`src/rtl/sweeper_pkg.sv`:
```
// Shared definitions for exhaustive-stimulus sequencers: sweep state encoding
// and the combination-count helper.
package sweeper_pkg;

   typedef logic [1:0] sweep_state_t;

   localparam sweep_state_t IDLE = 2'd0;
   localparam sweep_state_t RUN  = 2'd1;
   localparam sweep_state_t DONE = 2'd2;

   // Number of input combinations for an n-input block under test.
   function automatic int unsigned num_combos(input int unsigned n_inputs);
      return 32'd1 << n_inputs;
   endfunction

endpackage

```
`src/rtl/sweep_hold_timer.sv`:
```
// Hold-time counter: counts 0..HOLD_CYCLES-1 while enabled and flags the final
// cycle of each hold window.
module sweep_hold_timer #(
   parameter int unsigned HOLD_CYCLES = 20,
   parameter int unsigned CNT_W       = $clog2(HOLD_CYCLES + 1)
) (
   input  logic clk,
   input  logic rst_n,
   input  logic clear,
   input  logic enable,
   output logic last
);

   logic [CNT_W-1:0] hold_cnt_q;
   logic [CNT_W-1:0] hold_cnt_d;

   assign last = (hold_cnt_q == CNT_W'(HOLD_CYCLES - 1));

   // Wrap on the last cycle so back-to-back windows need no extra clear.
   always_comb begin
      hold_cnt_d = hold_cnt_q;
      if (clear) begin
         hold_cnt_d = '0;
      end else if (enable) begin
         hold_cnt_d = last ? '0 : hold_cnt_q + CNT_W'(1);
      end
   end

   always_ff @(posedge clk or negedge rst_n) begin
      if (!rst_n) begin
         hold_cnt_q <= '0;
      end else begin
         hold_cnt_q <= hold_cnt_d;
      end
   end

endmodule

```
`src/rtl/truth_table_sweeper.sv`:
```
// Drives every input combination of a small combinational block, samples its
// output at the end of each hold window and checks it against EXPECTED.
module truth_table_sweeper
   import sweeper_pkg::*;
#(
   parameter int unsigned                         N_INPUTS    = 3,
   parameter int unsigned                         HOLD_CYCLES = 20,
   parameter logic [num_combos(N_INPUTS)-1:0]     EXPECTED    = 8'h96
) (
   input  logic                            clk,
   input  logic                            rst_n,
   input  logic                            start,
   input  logic                            abort,
   input  logic                            dut_y,
   output logic [N_INPUTS-1:0]             x,
   output logic                            busy,
   output logic                            done,
   output logic                            pass,
   output logic [N_INPUTS:0]               err_count,
   output logic [num_combos(N_INPUTS)-1:0] capture
);

   localparam int unsigned NUM = num_combos(N_INPUTS);

   sweep_state_t        state_q, state_d;
   logic [N_INPUTS-1:0] x_q, x_d;
   logic [N_INPUTS:0]   err_q, err_d;
   logic [NUM-1:0]      cap_q, cap_d;
   logic                pass_q, pass_d;

   logic hold_last;
   logic last_combo;
   logic mismatch;

   sweep_hold_timer #(
      .HOLD_CYCLES (HOLD_CYCLES)
   ) u_hold_timer (
      .clk    (clk),
      .rst_n  (rst_n),
      .clear  ((state_q != RUN) || abort),
      .enable (state_q == RUN),
      .last   (hold_last)
   );

   assign last_combo = (x_q == N_INPUTS'(NUM - 1));
   assign mismatch   = dut_y ^ EXPECTED[x_q];

   always_comb begin
      state_d = state_q;
      x_d     = x_q;
      err_d   = err_q;
      cap_d   = cap_q;
      pass_d  = pass_q;
      case (state_q)
         IDLE: begin
            if (start) begin
               state_d = RUN;
               x_d     = '0;
               err_d   = '0;
               cap_d   = '0;
               pass_d  = 1'b0;
            end
         end
         RUN: begin
            // Abort wins over a coincident sample, so the partial results stay untouched.
            if (abort) begin
               state_d = IDLE;
               x_d     = '0;
            end else if (hold_last) begin
               cap_d[x_q] = dut_y;
               err_d      = err_q + {{N_INPUTS{1'b0}}, mismatch};
               if (last_combo) begin
                  state_d = DONE;
                  x_d     = '0;
                  pass_d  = (err_d == '0);
               end else begin
                  x_d = x_q + N_INPUTS'(1);
               end
            end
         end
         DONE: begin
            state_d = IDLE;
         end
         default: begin
            state_d = IDLE;
            x_d     = '0;
         end
      endcase
   end

   always_ff @(posedge clk or negedge rst_n) begin
      if (!rst_n) begin
         state_q <= IDLE;
         x_q     <= '0;
         err_q   <= '0;
         cap_q   <= '0;
         pass_q  <= 1'b0;
      end else begin
         state_q <= state_d;
         x_q     <= x_d;
         err_q   <= err_d;
         cap_q   <= cap_d;
         pass_q  <= pass_d;
      end
   end

   assign x         = x_q;
   assign busy      = (state_q == RUN);
   assign done      = (state_q == DONE);
   assign pass      = pass_q;
   assign err_count = err_q;
   assign capture   = cap_q;

endmodule

```
`config.mk`:
```
export PLATFORM = sky130hd
export DESIGN_NAME = truth_table_sweeper
export DESIGN_NICKNAME = d
export VERILOG_FILES = /design/src/rtl/sweeper_pkg.sv /design/src/rtl/sweep_hold_timer.sv /design/src/rtl/truth_table_sweeper.sv
export SDC_FILE = /design/constraint.sdc
export NUM_CORES = 1
export LEC_CHECK = 0
export ABC_AREA = 1
export CORE_ASPECT_RATIO = 0.7
export CORE_MARGIN = 4
export CORE_UTILIZATION = 30
export CTS_BUF_LIST = sky130_fd_sc_hd__clkbuf_4
export DETAILED_ROUTE_END_ITERATION = 8
export DONT_BUFFER_PORTS = 1
export SYNTH_ARGS = -nofsm -noshare
export SYNTH_HDL_FRONTEND = slang
export SYNTH_SLANG_ARGS = --single-unit
```
`constraint.sdc`:
```
create_clock -name clk -period 2.3 [get_ports clk]
set_input_delay 0.23 -clock clk [delete_from_list [all_inputs] [get_ports clk]]
set_output_delay 0.23 -clock clk [all_outputs]
set_load 0.01 [all_outputs]
```
* After elaboration in Yosys (flattened, before gate mapping)
Memory sizes are Yosys's and may differ from the RTL's.
Index checks and enable logic that the tools add are counted.
** Word-level totals
- Bits in read-only memories :: 8
- Input port bits :: 5
- Word-level logic and storage cells :: 65
- Output and inout bits :: 18
- Flip-flop bits (word level) :: 23
- Memories kept :: 1
** Operators by class
- Eq/ne operators :: 11
- $add $sub $neg :: 3
- Bitwise operators :: 2
- $lt $le $gt $ge :: 2
- Reduce and logical (&&, ||, !) cells :: 10
- Muxes and demuxes :: 30
** Memories
- (name not given) :: depth 8, bits a word 1, rd ports 1, clocked after memory_dff 0, write ports 0, RTL line truth_table_sweeper.sv:46 : assign mismatch = dut_y ^ EXPECTED[x_q];
** Operators with widths (count)
- $mux W8 :: 3
- $pmux W8 S2 :: 1
- $mux W5 :: 3
- $mux W3 :: 4
- $mux W4 :: 3
- $pmux W3 S3 :: 1
- $bwmux W8 :: 1
- $mux W2 :: 4
- $pmux W4 S2 :: 1
- $mux W1 :: 6
- $ne A2 B1 Y1 const B :: 3
- $ne A3 B2 Y1 const B :: 2
- $reduce_and A3 Y1 :: 2
- $add A5 B1 Y5 const B :: 1
- $eq A5 B5 Y1 const B :: 1
- $reduce_and A5 Y1 :: 1
- $add A4 B1 Y4 :: 1
- $logic_not A4 Y1 :: 1
- $lt A3 B4 Y1 const B :: 1
- $ne A2 B2 Y1 const B :: 2
- $pmux W2 S2 :: 1
- $reduce_and A4 Y1 :: 1
- $reduce_bool A2 Y1 :: 2
- $add A3 B1 Y3 const B :: 1
- 11 further kinds :: 11

* Depth between registers and ports, before layout
Gate-level depths: netlist (run 1).
- Depth in word-level cells :: 9
- Gate-level depth with buffers :: 13
- Gate-level depth less buffers :: 13

* Cells and area by module
A second synthesis (run 1) with hierarchy kept.
** Unflattened totals
- Cells, all modules :: 203
- Area, all modules :: 1432.6 um^2
** By module, submodules not included
- truth_table_sweeper :: instances 1, sequential area each 450.4 um^2, area each 1142.3 um^2, cells an instance 164
- sweep_hold_timer :: instances 1, sequential area each 125.1 um^2, area each 290.3 um^2, cells an instance 39

* Worst setup path before layout (run 1)
OpenSTA, ideal clock, no wires.
- Path type :: register -> register
- Start :: register x_q[0], in the netlist x[0]
- End :: register pass_q, in the netlist pass
- Period minus slack after synthesis :: 2.117 ns
- Cell stages (with the launch flop) :: 14
- Path buffers :: 0
- Setup time :: 0.065 ns
- Path slack :: 0.183 ns
- Arrival time :: 2.052 ns
- Data required time :: 2.235 ns
- Cell sequence :: dfrtp_1 ha_1 xnor2_1 xor2_1 inv_1 ha_1 ha_1 inv_1 nand2_1 nor2_1 nand2_1 nor2_1 nand3_1 nand2_1
** Between the ends
- Word-level cells in the longest chain between the ends :: 9
- Elaborated cells on any way between the ends :: 12
- Those cells by class :: 1 x add/sub; 2 x eq/ne; 5 x mux; 1 x bitwise; 2 x reduce/logical; 1 x memory
** RTL lines
- start: declaration :: RTL line truth_table_sweeper.sv:26 : logic [N_INPUTS-1:0] x_q, x_d;
- start signal: assignment :: RTL line truth_table_sweeper.sv:94 : x_q <= '0;
- start signal: assignment :: RTL line truth_table_sweeper.sv:100 : x_q <= x_d;
- $mem_v2 Z8 W1
- $mux W1 (implied by the code) :: RTL line truth_table_sweeper.sv:46
- $xor A1 B1 Y1 :: RTL line truth_table_sweeper.sv:46
- $add A4 B1 Y4 :: RTL line truth_table_sweeper.sv:71 : err_d = err_q + {{N_INPUTS{1'b0}}, mismatch};
- $logic_not A4 Y1 :: RTL line truth_table_sweeper.sv:75 : pass_d = (err_d == '0);
- $mux W1 :: RTL line truth_table_sweeper.sv:72 : if (last_combo) begin
- $mux W1 :: RTL line truth_table_sweeper.sv:69 : end else if (hold_last) begin
- $mux W1 :: RTL line truth_table_sweeper.sv:66 : if (abort) begin
- $pmux W1 S2 :: RTL line truth_table_sweeper.sv:54 : case (state_q)
- end signal: assignment :: RTL line truth_table_sweeper.sv:103 : pass_q <= pass_d;
- end: declaration :: RTL line truth_table_sweeper.sv:29 : logic pass_q, pass_d;
Several ways; a longest one is shown, not always the timed one. The select of a mux whose other input is x is not followed.
A chain may end at the register's enable or synchronous reset.

* Worst setup path after layout (run 1)
- Start :: register x_q[1], in the netlist x[1]
- End :: register pass_q, in the netlist pass
Same word-level chain as after synthesis.

==> metrics.csv, run 1 <==
metric,value,unit
std_cell_rows,20,
startpoint_type,register,
buffer_cell_driving_the_clock_tree_root,sky130_fd_sc_hd__clkbuf_4,
layout_common_cells,"sky130_fd_sc_hd__nand2_1 (61), sky130_fd_sc_hd__inv_1 (23), sky130_fd_sc_hd__dfrtp_1 (23)",
worst_slack,0.2443,ns
worst_hold_class,in -> reg,
synth_warnings,0,
wirelength,2.781,mm
fmax,0.4865,GHz
vdd_drop_max,0.3708,mV
timing.max_slew.rel_slack,30.13,%
postSynthAreaPerCell,7.687,µm²
clk_path_buf_depth,2,
design.final.nets,189,
slew_violations,0,
area_delta_synth_final,8.419,%
synthesized_instance_count,174,
clk_transition_reported_paths,0.13,ns
cts_setup_buffers,0,
floorplan.die.width,87.81,µm
period_minus_slack,2.056,ns
tritoncts_num_sinks,23,
grt_pass1_wl,4.823,mm
synth_nets,184,
post_drt_via_cell_ratio,4.373,
largest_net_degree_at_the_start_of_global_routing,25,
die_area,0.005608,mm²
first_iter_violations,64,
mappedNetlistArea,0.001338,mm²
initial_util,30.90,%
finalHoldViolations,0,
detailedRoute.firstPassIterationCount,4,
timing.critical_path.required,2.56,ns
core,0.004329,mm²
drc_violations_left,0,
post-place-cells,228,
num_vias,1019,
globalRouteTotalUtil,10.91,%
tritoncts.num_buffers,3,
grt_remaining_overflow,0,
cp.arrival,2.32,ns
routabilityCongestion,0.7520,
worst_pin_slew,1.045,ns
ant_nets,0,
antenna_violations_before_repair,0,
wl_per_cell,11.94,µm
htreeDepth,1,
synth_sequential_area_ratio,43.03,%
setup-tns-final,0,ns
yosys_register_bits,23,
floorplan.io_pins,23,
synth_cell_type_count,20,
grt_pass1_vias,1007,
finClkSkew,0.003596,ns
worst-path-max-fanout,3,
finalSetupViolCount,0,
numPortBuffers,0,
layout.filler_cells,454,
rsz_0062_raised_after_global_routing,false,
pwr_density_cell,800.7,mW/mm²
clkLatencyLatePin,0.31,ns
leakage,0.7664,nW
antenna-diode-count,0,
layoutNonFillerInstCount,233,
tritoncts,done,
worstSetupPathType,reg -> reg,
outcome,finished clean,
dp_slack,0.1656,ns
placed_cell_area,0.001390,mm²
layout-drive-gt1-share,7.865,%
period_utilization,89.38,%
fp.dieH,63.87,µm
dp.final_hpwl,2.072,mm
cap_violations,0,
design_power_total,1.161,mW
layout_commonest_cell,sky130_fd_sc_hd__nand2_1,
final_cell_area,0.001450,mm²
type_of_element_capturing_the_critical_path,register,
[routing by layer]
layer	GRT usage [%]	vias up	part of all wire [%]
met5	0	-	0
li1	-	557	-
met2	15.60	19	40
met4	2.299	0	0.97
met1	15.31	441	51
met3	4.510	2	7.8
[registers in the layout, indices dropped and copies added, names as in the netlist]
name / cells
state_q: 2
u_hold_timer.hold_cnt_q: 5
err_count: 4
capture: 8
x: 3
pass: 1
[cells by family after synthesis]
group / count (synthesis) / share of synthesized area [%]
buffers and inverters: 27 / 9.354
xor gates and xnor gates: 5 / 3.275
and+or+nand+nor: 111 / 38.35
DFF: 23 / 43.03
adders and majority gates: 5 / 4.677
AOI/OAI and AO/OA: 3 / 1.310
[worst max-delay path, stage by stage, from the launching register on]
cell	delay, ns
sky130_fd_sc_hd__dfrtp_1	0.43
sky130_fd_sc_hd__ha_4	0.29
sky130_fd_sc_hd__xnor2_2	0.11
sky130_fd_sc_hd__xor2_1	0.16
sky130_fd_sc_hd__inv_1	0.06
sky130_fd_sc_hd__ha_1	0.20
sky130_fd_sc_hd__ha_1	0.30
sky130_fd_sc_hd__inv_1	0.06
sky130_fd_sc_hd__nand2_1	0.04
sky130_fd_sc_hd__nor2_1	0.07
sky130_fd_sc_hd__nand2_1	0.05
sky130_fd_sc_hd__nor2_1	0.09
sky130_fd_sc_hd__nand3_1	0.07
sky130_fd_sc_hd__nand2_1	0.06
[metrics by stage]
step,utilization (%),hold slack [ns]
4_1_cts,33.03,0.06665
5_1_grt,33.50,0.06853
3_3_place_gp,32.11,-0.06486
3_5_place_dp,32.11,-0.06484
6_report,33.50,0.09127
2_1_floorplan,-,-0.06559
[synth_stat cells (all sizes together)]
cell type	instances	area share [%]
nand3b	8	4.5
ha	5	4.7
clkbuf	1	0.28
nand4	6	2.8
nor3	1	0.37
nor2	14	4.7
nand2	64	19
o211ai	1	0.56
o21ai	2	0.75
buf	3	2.6
dfrtp	23	43
inv	23	6.5
xor2	3	2.0
xnor2	2	1.3
nand3	18	6.7
[final timing paths]
| path | to | from | slack (ns) | cells past startpoint |
|---|---|---|---|---|
| max in group asynchronous | capture[6] | rst_n | 1.14 | 1 |
| min in group asynchronous | err_count[3] | rst_n | 0.53 | 1 |
| max reg2reg | pass | x[1] | 0.24 | 13 |
| min | state_q[1] | abort | 0.09 | 3 |
| max | pass | x[1] | 0.24 | 13 |
| min reg2reg | u_hold_timer.hold_cnt_q[0] | u_hold_timer.hold_cnt_q[0] | 0.48 | 1 |
[layout make-up]
cell class                      count  area [µm²]  share of cell area [%]
Tap cell                           55       68.82                   4.745
Clock buffer                        4       30.03                   2.071
Multi-Input combinational cell    124       656.9                   45.30
Sequential cell                    23       575.6                   39.69
Inverter                           23       86.33                   5.953
Timing Repair Buffer                4       32.53                   2.243
[power by group]
part	switching [mW]	internal [mW]	total, mW	leakage (nW)
clock	0.126	0.0796	0.205	0.0184
combinational	0.244	0.154	0.398	0.436
sequential	0.0886	0.469	0.558	0.312
total	0.458	0.703	1.16	0.766
[repair_timing]
action / CTS / global route
hold buffers: 1 / 0
resized for setup: 0 / 2
endpoints found under the setup margin: 0 / 1
endpoints found under the hold margin: 23 / 0
(Power assumes the default switching activity.)
==> inputs of run 2 (changes only) <==
- CORE_ASPECT_RATIO: 0.7 -> 0.5
==> metrics.csv, run 2 (synthesized netlist as in run 1, its figures left out) <==
metric,value,unit,change
outcome,finished clean,,
design.final.nets,189,,unchanged
timing.max_slew.rel_slack,63.33,%,+33 points
num_vias,1063,,+4.3%
slew_violations,0,,unchanged
pwr-share-seq,48.3,%,+0.2 points
cap_violations,0,,unchanged
dp.final_hpwl,1.987,mm,-4.1%
finClkSkew,0.01105,ns,+0.007456 ns
hold_start,abort,,
timing.hold.worst_endpoint,state_q[1],,
vdd_drop_max,0.1967,mV,-47%
fmax,0.4857,GHz,-0.16%
largest_net_degree_at_the_start_of_global_routing,25,,unchanged
period_utilization,89.52,%,+0.14 points
numPortBuffers,0,,unchanged
cts_setup_buffers,0,,unchanged
rsz_0062_raised_after_global_routing,false,,
layout_common_cells,"sky130_fd_sc_hd__nand2_1 (61), sky130_fd_sc_hd__inv_1 (23), sky130_fd_sc_hd__dfrtp_1 (23)",,
std_cell_rows,16,,-20%
p_sw,458.9,µW,+0.26%
worst-path-max-fanout,3,,unchanged
hold_depth,3,,unchanged
grt_remaining_overflow,0,,unchanged
first_iter_violations,34,,-47%
post_drt_via_cell_ratio,4.582,,+4.8%
fp.dieH,55.22,µm,-14%
clk_path_buf_depth,2,,unchanged
htreeDepth,1,,unchanged
period_minus_slack,2.059,ns,+0.003235 ns
ant_nets,0,,unchanged
worst_hold_class,in -> reg,,
power.share.switching,39.37,%,-0.053 points
leakage,0.7707,nW,+0.55%
crit-reg2reg-launch,x[0],,
finalSetupViolCount,0,,unchanged
worst_pin_slew,0.5480,ns,-0.4967 ns
r2r_end,pass,,
layout.filler_cells,432,,-4.8%
antenna-diode-count,0,,unchanged
initial_util,32.75,%,+1.9 points
routabilityCongestion,0.7211,,-4.1%
pwr_density_cell,797.7,mW/mm²,-0.38%
r2r_cells,13,,unchanged
layout-drive-gt1-share,7.865,%,unchanged
cellInternalPower,706.8,µW,+0.48%
timing.reg2reg.setup_slack,0.24,ns,about the same
tritoncts,done,,
die_area,0.005656,mm²,+0.86%
globalRouteTotalUtil,10.57,%,-0.34 points
clkLatencyLatePin,0.32,ns,about the same
area_delta_synth_final,9.261,%,
clkPwrFrac,17.7,%,about the same
floorplan.io_pins,23,,unchanged
startpoint_type,register,,
clk_transition_reported_paths,0.14,ns,about the same
cp.arrival,2.33,ns,about the same
drc_violations_left,0,,unchanged
worstSetupPathType,reg -> reg,,
power.share.combinational,34.0,%,-0.3 points
wl_per_cell,11.65,µm,-2.4%
layout_commonest_cell,sky130_fd_sc_hd__nand2_1,,
type_of_element_capturing_the_critical_path,register,,
tritoncts_num_sinks,23,,unchanged
wirelength,2.703,mm,-2.8%
buffer_cell_driving_the_clock_tree_root,sky130_fd_sc_hd__clkbuf_4,,
timing.critical_path.required,2.57,ns,about the same
largest_reg_flops,8,,unchanged
setup-tns-final,0,ns,unchanged
grt_pass1_wl,4.809,mm,-0.29%
core,0.004084,mm²,-5.7%
antenna_violations_before_repair,0,,unchanged
floorplan.die.width,102.4,µm,+17%
grt_pass1_vias,1032,,+2.5%
tritoncts.num_buffers,3,,unchanged
detailedRoute.firstPassIterationCount,4,,unchanged
design_power_total,1.166,mW,+0.39%
finalHoldViolations,0,,unchanged
==> run 2: cell count changes in the layout (fill, tap and decap cells not counted) <==
cell                     before  now
sky130_fd_sc_hd__buf_12       0    1
sky130_fd_sc_hd__buf_4        3    2
==> run 2: worst max path at each step <==
stage	from	end	slack, ns	depth (start not counted)
after floorplan	x[0]	pass	0.18	13
after global placement	x[0]	pass	0.24	13
after detailed placement	x[0]	pass	0.18	13
after CTS	x[0]	pass	0.15	13
after global routing	x[0]	pass	0.03	13
final	x[0]	pass	0.24	13
==> run 2: layout make-up <==
type / instances / area [µm²] / area share (%)
Clock buffer: 4 / 30.03 / 2.055
Inverter: 23 / 86.33 / 5.908
Multi-Input combinational cell: 124 / 656.9 / 44.95
Sequential cell: 23 / 575.6 / 39.38
Tap cell: 54 / 67.56 / 4.623
Timing Repair Buffer: 4 / 45.04 / 3.082
==> run 2: per-layer routing <==
layer	GRT usage, %	up-vias	routed length, µm
li1	-	561	-
met1	13.90	491	1358
met2	17.06	9	1224
met4	2.804	0	27
met5	0	-	0
met3	2.889	2	93
==> run 2: power by group through the flow <==
stage / combinational [mW] / clock [mW] / sequential, mW
after floorplan: 0.298 / 0 / 0.561
after global placement: 0.362 / 0 / 0.568
after detailed placement: 0.366 / 0 / 0.569
after CTS: 0.383 / 0.219 / 0.560
after global routing: 0.464 / 0.238 / 0.574
final: 0.397 / 0.207 / 0.563
==> run 2: per-stage QoR <==
step                setup WS, ns  util (%)  hold slack (ns)  instance area, µm²  std cells
detailed placement        0.1802     33.82         -0.06496                1381        226
CTS                       0.1462     35.29          0.06526                1441        232
finish                    0.2411     35.78          0.08194                1461        232
global placement          0.2429     33.82         -0.06500                1381        226
global route             0.02607     35.78          0.07047                1461        232
floorplan                 0.1829         -         -0.06559                1338        174
==> run 2: critical path, cell delays in order (launching register included) <==
cell and delay, ns:
sky130_fd_sc_hd__dfrtp_1 0.43, sky130_fd_sc_hd__ha_4 0.26, sky130_fd_sc_hd__xnor2_2 0.15, sky130_fd_sc_hd__xor2_1 0.16
sky130_fd_sc_hd__inv_1 0.06, sky130_fd_sc_hd__ha_1 0.21, sky130_fd_sc_hd__ha_1 0.29, sky130_fd_sc_hd__inv_1 0.06
sky130_fd_sc_hd__nand2_1 0.04, sky130_fd_sc_hd__nor2_1 0.07, sky130_fd_sc_hd__nand2_1 0.05, sky130_fd_sc_hd__nor2_1 0.09
sky130_fd_sc_hd__nand3_1 0.07, sky130_fd_sc_hd__nand2_1 0.08
==> run 2: what timing repair did <==
action / 4_1_cts / 5_1_grt
hold buffers: 2 / 0
endpoints found under the hold margin: 23 / 0
resized for setup: 0 / 2
endpoints found under the setup margin: 0 / 1
==> inputs of run 3 (changes only) <==
- ABC_AREA: 1 -> default
==> metrics.csv, run 3 <==
metric,value,unit,change
r2r_end,pass,,
fmax,0.4517,GHz,-7.0%
largest_net_degree_at_the_start_of_global_routing,24,,-4.0%
num_vias,972,,-8.6%
std_cell_rows,16,,unchanged
area_delta_synth_final,11.08,%,
wirelength,2.792,mm,+3.3%
synth_warnings,0,,unchanged
post-synth-top-area-fraction,44.32,%,+1.3 points
setup-tns-final,0,ns,unchanged
timing.max_slew.rel_slack,30.28,%,-33 points
layout_commonest_cell,sky130_fd_sc_hd__dfrtp_1,,
routabilityCongestion,0.7493,,+3.9%
layout-drive-gt1-share,15.94,%,+8.1 points
numPortBuffers,0,,unchanged
synth_nets,144,,-22%
yosysTopAreaCell,sky130_fd_sc_hd__dfrtp_1,,
slew_violations,0,,unchanged
tritoncts,done,,
post-place-cells,186,,-18%
layout_common_cells,"sky130_fd_sc_hd__dfrtp_1 (23), sky130_fd_sc_hd__nand2_1 (17), sky130_fd_sc_hd__o21ai_1 (14)",,
finalHoldViolations,0,,unchanged
gr-usage-met3,3.435,%,+0.55 points
pwr_density_cell,635.1,mW/mm²,-20%
synth.most_common_cell,sky130_fd_sc_hd__dfrtp_1,,
grt_most_used_layer,met2,,
antenna-diode-count,0,,unchanged
hold_start,start,,
period_minus_slack,2.214,ns,+0.1548 ns
worst_slack,0.08631,ns,-0.1548 ns
largest_reg_flops,8,,unchanged
tritoncts.num_buffers,3,,unchanged
finalSetupViolCount,0,,unchanged
buffer_cell_driving_the_clock_tree_root,sky130_fd_sc_hd__clkbuf_4,,
die_area,0.005510,mm²,-2.6%
synth_sequential_area_ratio,44.32,%,+1.3 points
grtUsageMet1,13.62,%,-0.28 points
clk_path_buf_depth,2,,unchanged
period_utilization,96.25,%,+6.7 points
hold_depth,2,,-1
tritoncts_num_sinks,23,,unchanged
yosys-top-cells-area,"sky130_fd_sc_hd__dfrtp_1 (44%), sky130_fd_sc_hd__o21ai_1 (5.4%), sky130_fd_sc_hd__nand2_1 (4.9%)",,
finClkSkew,0.005267,ns,-0.005784 ns
post_drt_via_cell_ratio,5.063,,+10%
synth_cell_type_count,42,,+110%
grt_pass1_vias,964,,-6.6%
cp.arrival,2.48,ns,+0.15 ns
layoutNonFillerInstCount,192,,-17%
netlist_top_cells_count,"sky130_fd_sc_hd__dfrtp_1 (23), sky130_fd_sc_hd__nand2_1 (17), sky130_fd_sc_hd__o21ai_1 (14), sky130_fd_sc_hd__nor2_1 (9), sky130_fd_sc_hd__mux2i_1 (6)",,
initial_util,32.28,%,-0.48 points
design.final.nets,149,,-21%
met2_track_demand_over_resource_in_global_routing,19.48,%,+2.4 points
dp_slack,0.01743,ns,-0.1628 ns
leakage,0.6253,nW,-19%
wl_per_cell,14.54,µm,+25%
final_core_utilization,35.85,%,+0.068 points
synthesized_instance_count,134,,-23%
clk_transition_reported_paths,0.13,ns,about the same
htreeDepth,1,,unchanged
clkLatencyLatePin,0.31,ns,about the same
final_cell_area,0.001443,mm²,-1.3%
drc_violations_left,0,,unchanged
floorplan.io_pins,23,,unchanged
postSynth.topFlopCell,sky130_fd_sc_hd__dfrtp_1,,
vdd_drop_max,0.1334,mV,-32%
ant_nets,0,,unchanged
placed_cell_area,0.001363,mm²,-1.4%
r2r_cells,8,,-5
timing.critical_path.required,2.57,ns,about the same
type_of_element_capturing_the_critical_path,register,,
globalRouteTotalUtil,11.10,%,+0.53 points
grt_remaining_overflow,0,,unchanged
startpoint_type,register,,
number_of_flops_mapped_to_enable_cells_by_yosys,0,,unchanged
antenna_violations_before_repair,0,,unchanged
worstSetupPathType,reg -> reg,,
outcome,finished clean,,
core,0.004024,mm²,-1.5%
worst-path-max-fanout,2,,-1
whs,0.03398,ns,-0.04797 ns
crit-reg2reg-launch,x[1],,
async_reset_ff_share,100.0,%,unchanged
detailedRoute.firstPassIterationCount,4,,unchanged
dp.final_hpwl,2.023,mm,+1.8%
timing.hold.worst_endpoint,state_q[0],,
grt_pass1_wl,4.733,mm,-1.6%
floorplan.die.width,101.1,µm,-1.3%
worst_hold_class,in -> reg,,
first_iter_violations,20,,-41%
yosys_register_bits,23,,unchanged
timing.reg2reg.setup_slack,0.09,ns,-0.15 ns
cap_violations,0,,unchanged
postSynthAreaPerCell,9.692,µm²,+26%
mappedNetlistArea,0.001299,mm²,-2.9%
worst_pin_slew,1.042,ns,+0.4944 ns
fp.dieH,54.53,µm,-1.2%
design_power_total,916.2,µW,-21%
[run 3: cell types whose count changed in the layout (fill, tap and decap cells not counted), sizes merged, moves of 4 or more]
cell	delta
nand2	-46
nand4	-6
nand3b	-6
o21ai	+14
inv	-19
nor2	-4
nand3	-15
mux2i	+6
[run 3: critical path, stage by stage (launching register included)]
cell	delay, ns
sky130_fd_sc_hd__dfrtp_1	0.43
sky130_fd_sc_hd__ha_4	0.26
sky130_fd_sc_hd__xnor2_2	0.13
sky130_fd_sc_hd__xnor2_1	0.17
sky130_fd_sc_hd__ha_2	0.21
sky130_fd_sc_hd__ha_1	0.24
sky130_fd_sc_hd__or4_4	0.51
sky130_fd_sc_hd__nor2_2	0.08
sky130_fd_sc_hd__mux2_4	0.14
[run 3: routing by layer]
layer	up-vias	wire, µm
met2	11	1343
li1	484	-
met4	0	30
met1	475	1313
met3	2	105
met5	-	0
[run 3: kinds of logic after synthesis]
| kind of cell | share of synthesized area [%] |
|---|---|
| buf+inv | 4.624 |
| simple gates | 21.39 |
| compound gates | 15.32 |
| mux | 5.491 |
| flops | 44.32 |
| xor+xnor | 4.046 |
| fa+ha+maj | 4.817 |
[run 3: repair_timing]
item | CTS | global route
pin swaps | 1 | 4
endpoints found under the hold margin | 23 | 0
endpoints found under the setup margin | 1 | 1
buffers inserted | 0 | 1
resized for setup | 0 | 6
hold buffers | 1 | 0
[run 3: power by group]
part	internal, mW	switching (mW)	leakage (nW)	total [mW]
Combinational	0.110	0.122	0.291	0.232
Clock	0.0796	0.126	0.0184	0.206
Sequential	0.434	0.0441	0.316	0.478
Total	0.623	0.293	0.625	0.916
[run 3: final cells by class]
| type | instances | area [µm²] |
|---|---|---|
| fill | 404 | 2581 |
| multi-input combinational | 99 | 695.7 |
| inverter | 5 | 18.77 |
| tap | 54 | 67.56 |
| timing repair buffer | 7 | 55.05 |
| clock buffer | 4 | 30.03 |
| sequential | 23 | 575.6 |
[run 3: how the worst max path moves through the flow]
stage                     from   end  slack (ns)  cells past startpoint
final                     x[1]  pass        0.09                      8
after global placement    x[0]  pass        0.06                      8
after global routing      x[1]  pass       -0.03                      8
after CTS                 x[0]  pass       0.007                      8
after detailed placement  x[0]  pass        0.02                      8
after floorplan           x[0]  pass        0.04                      8
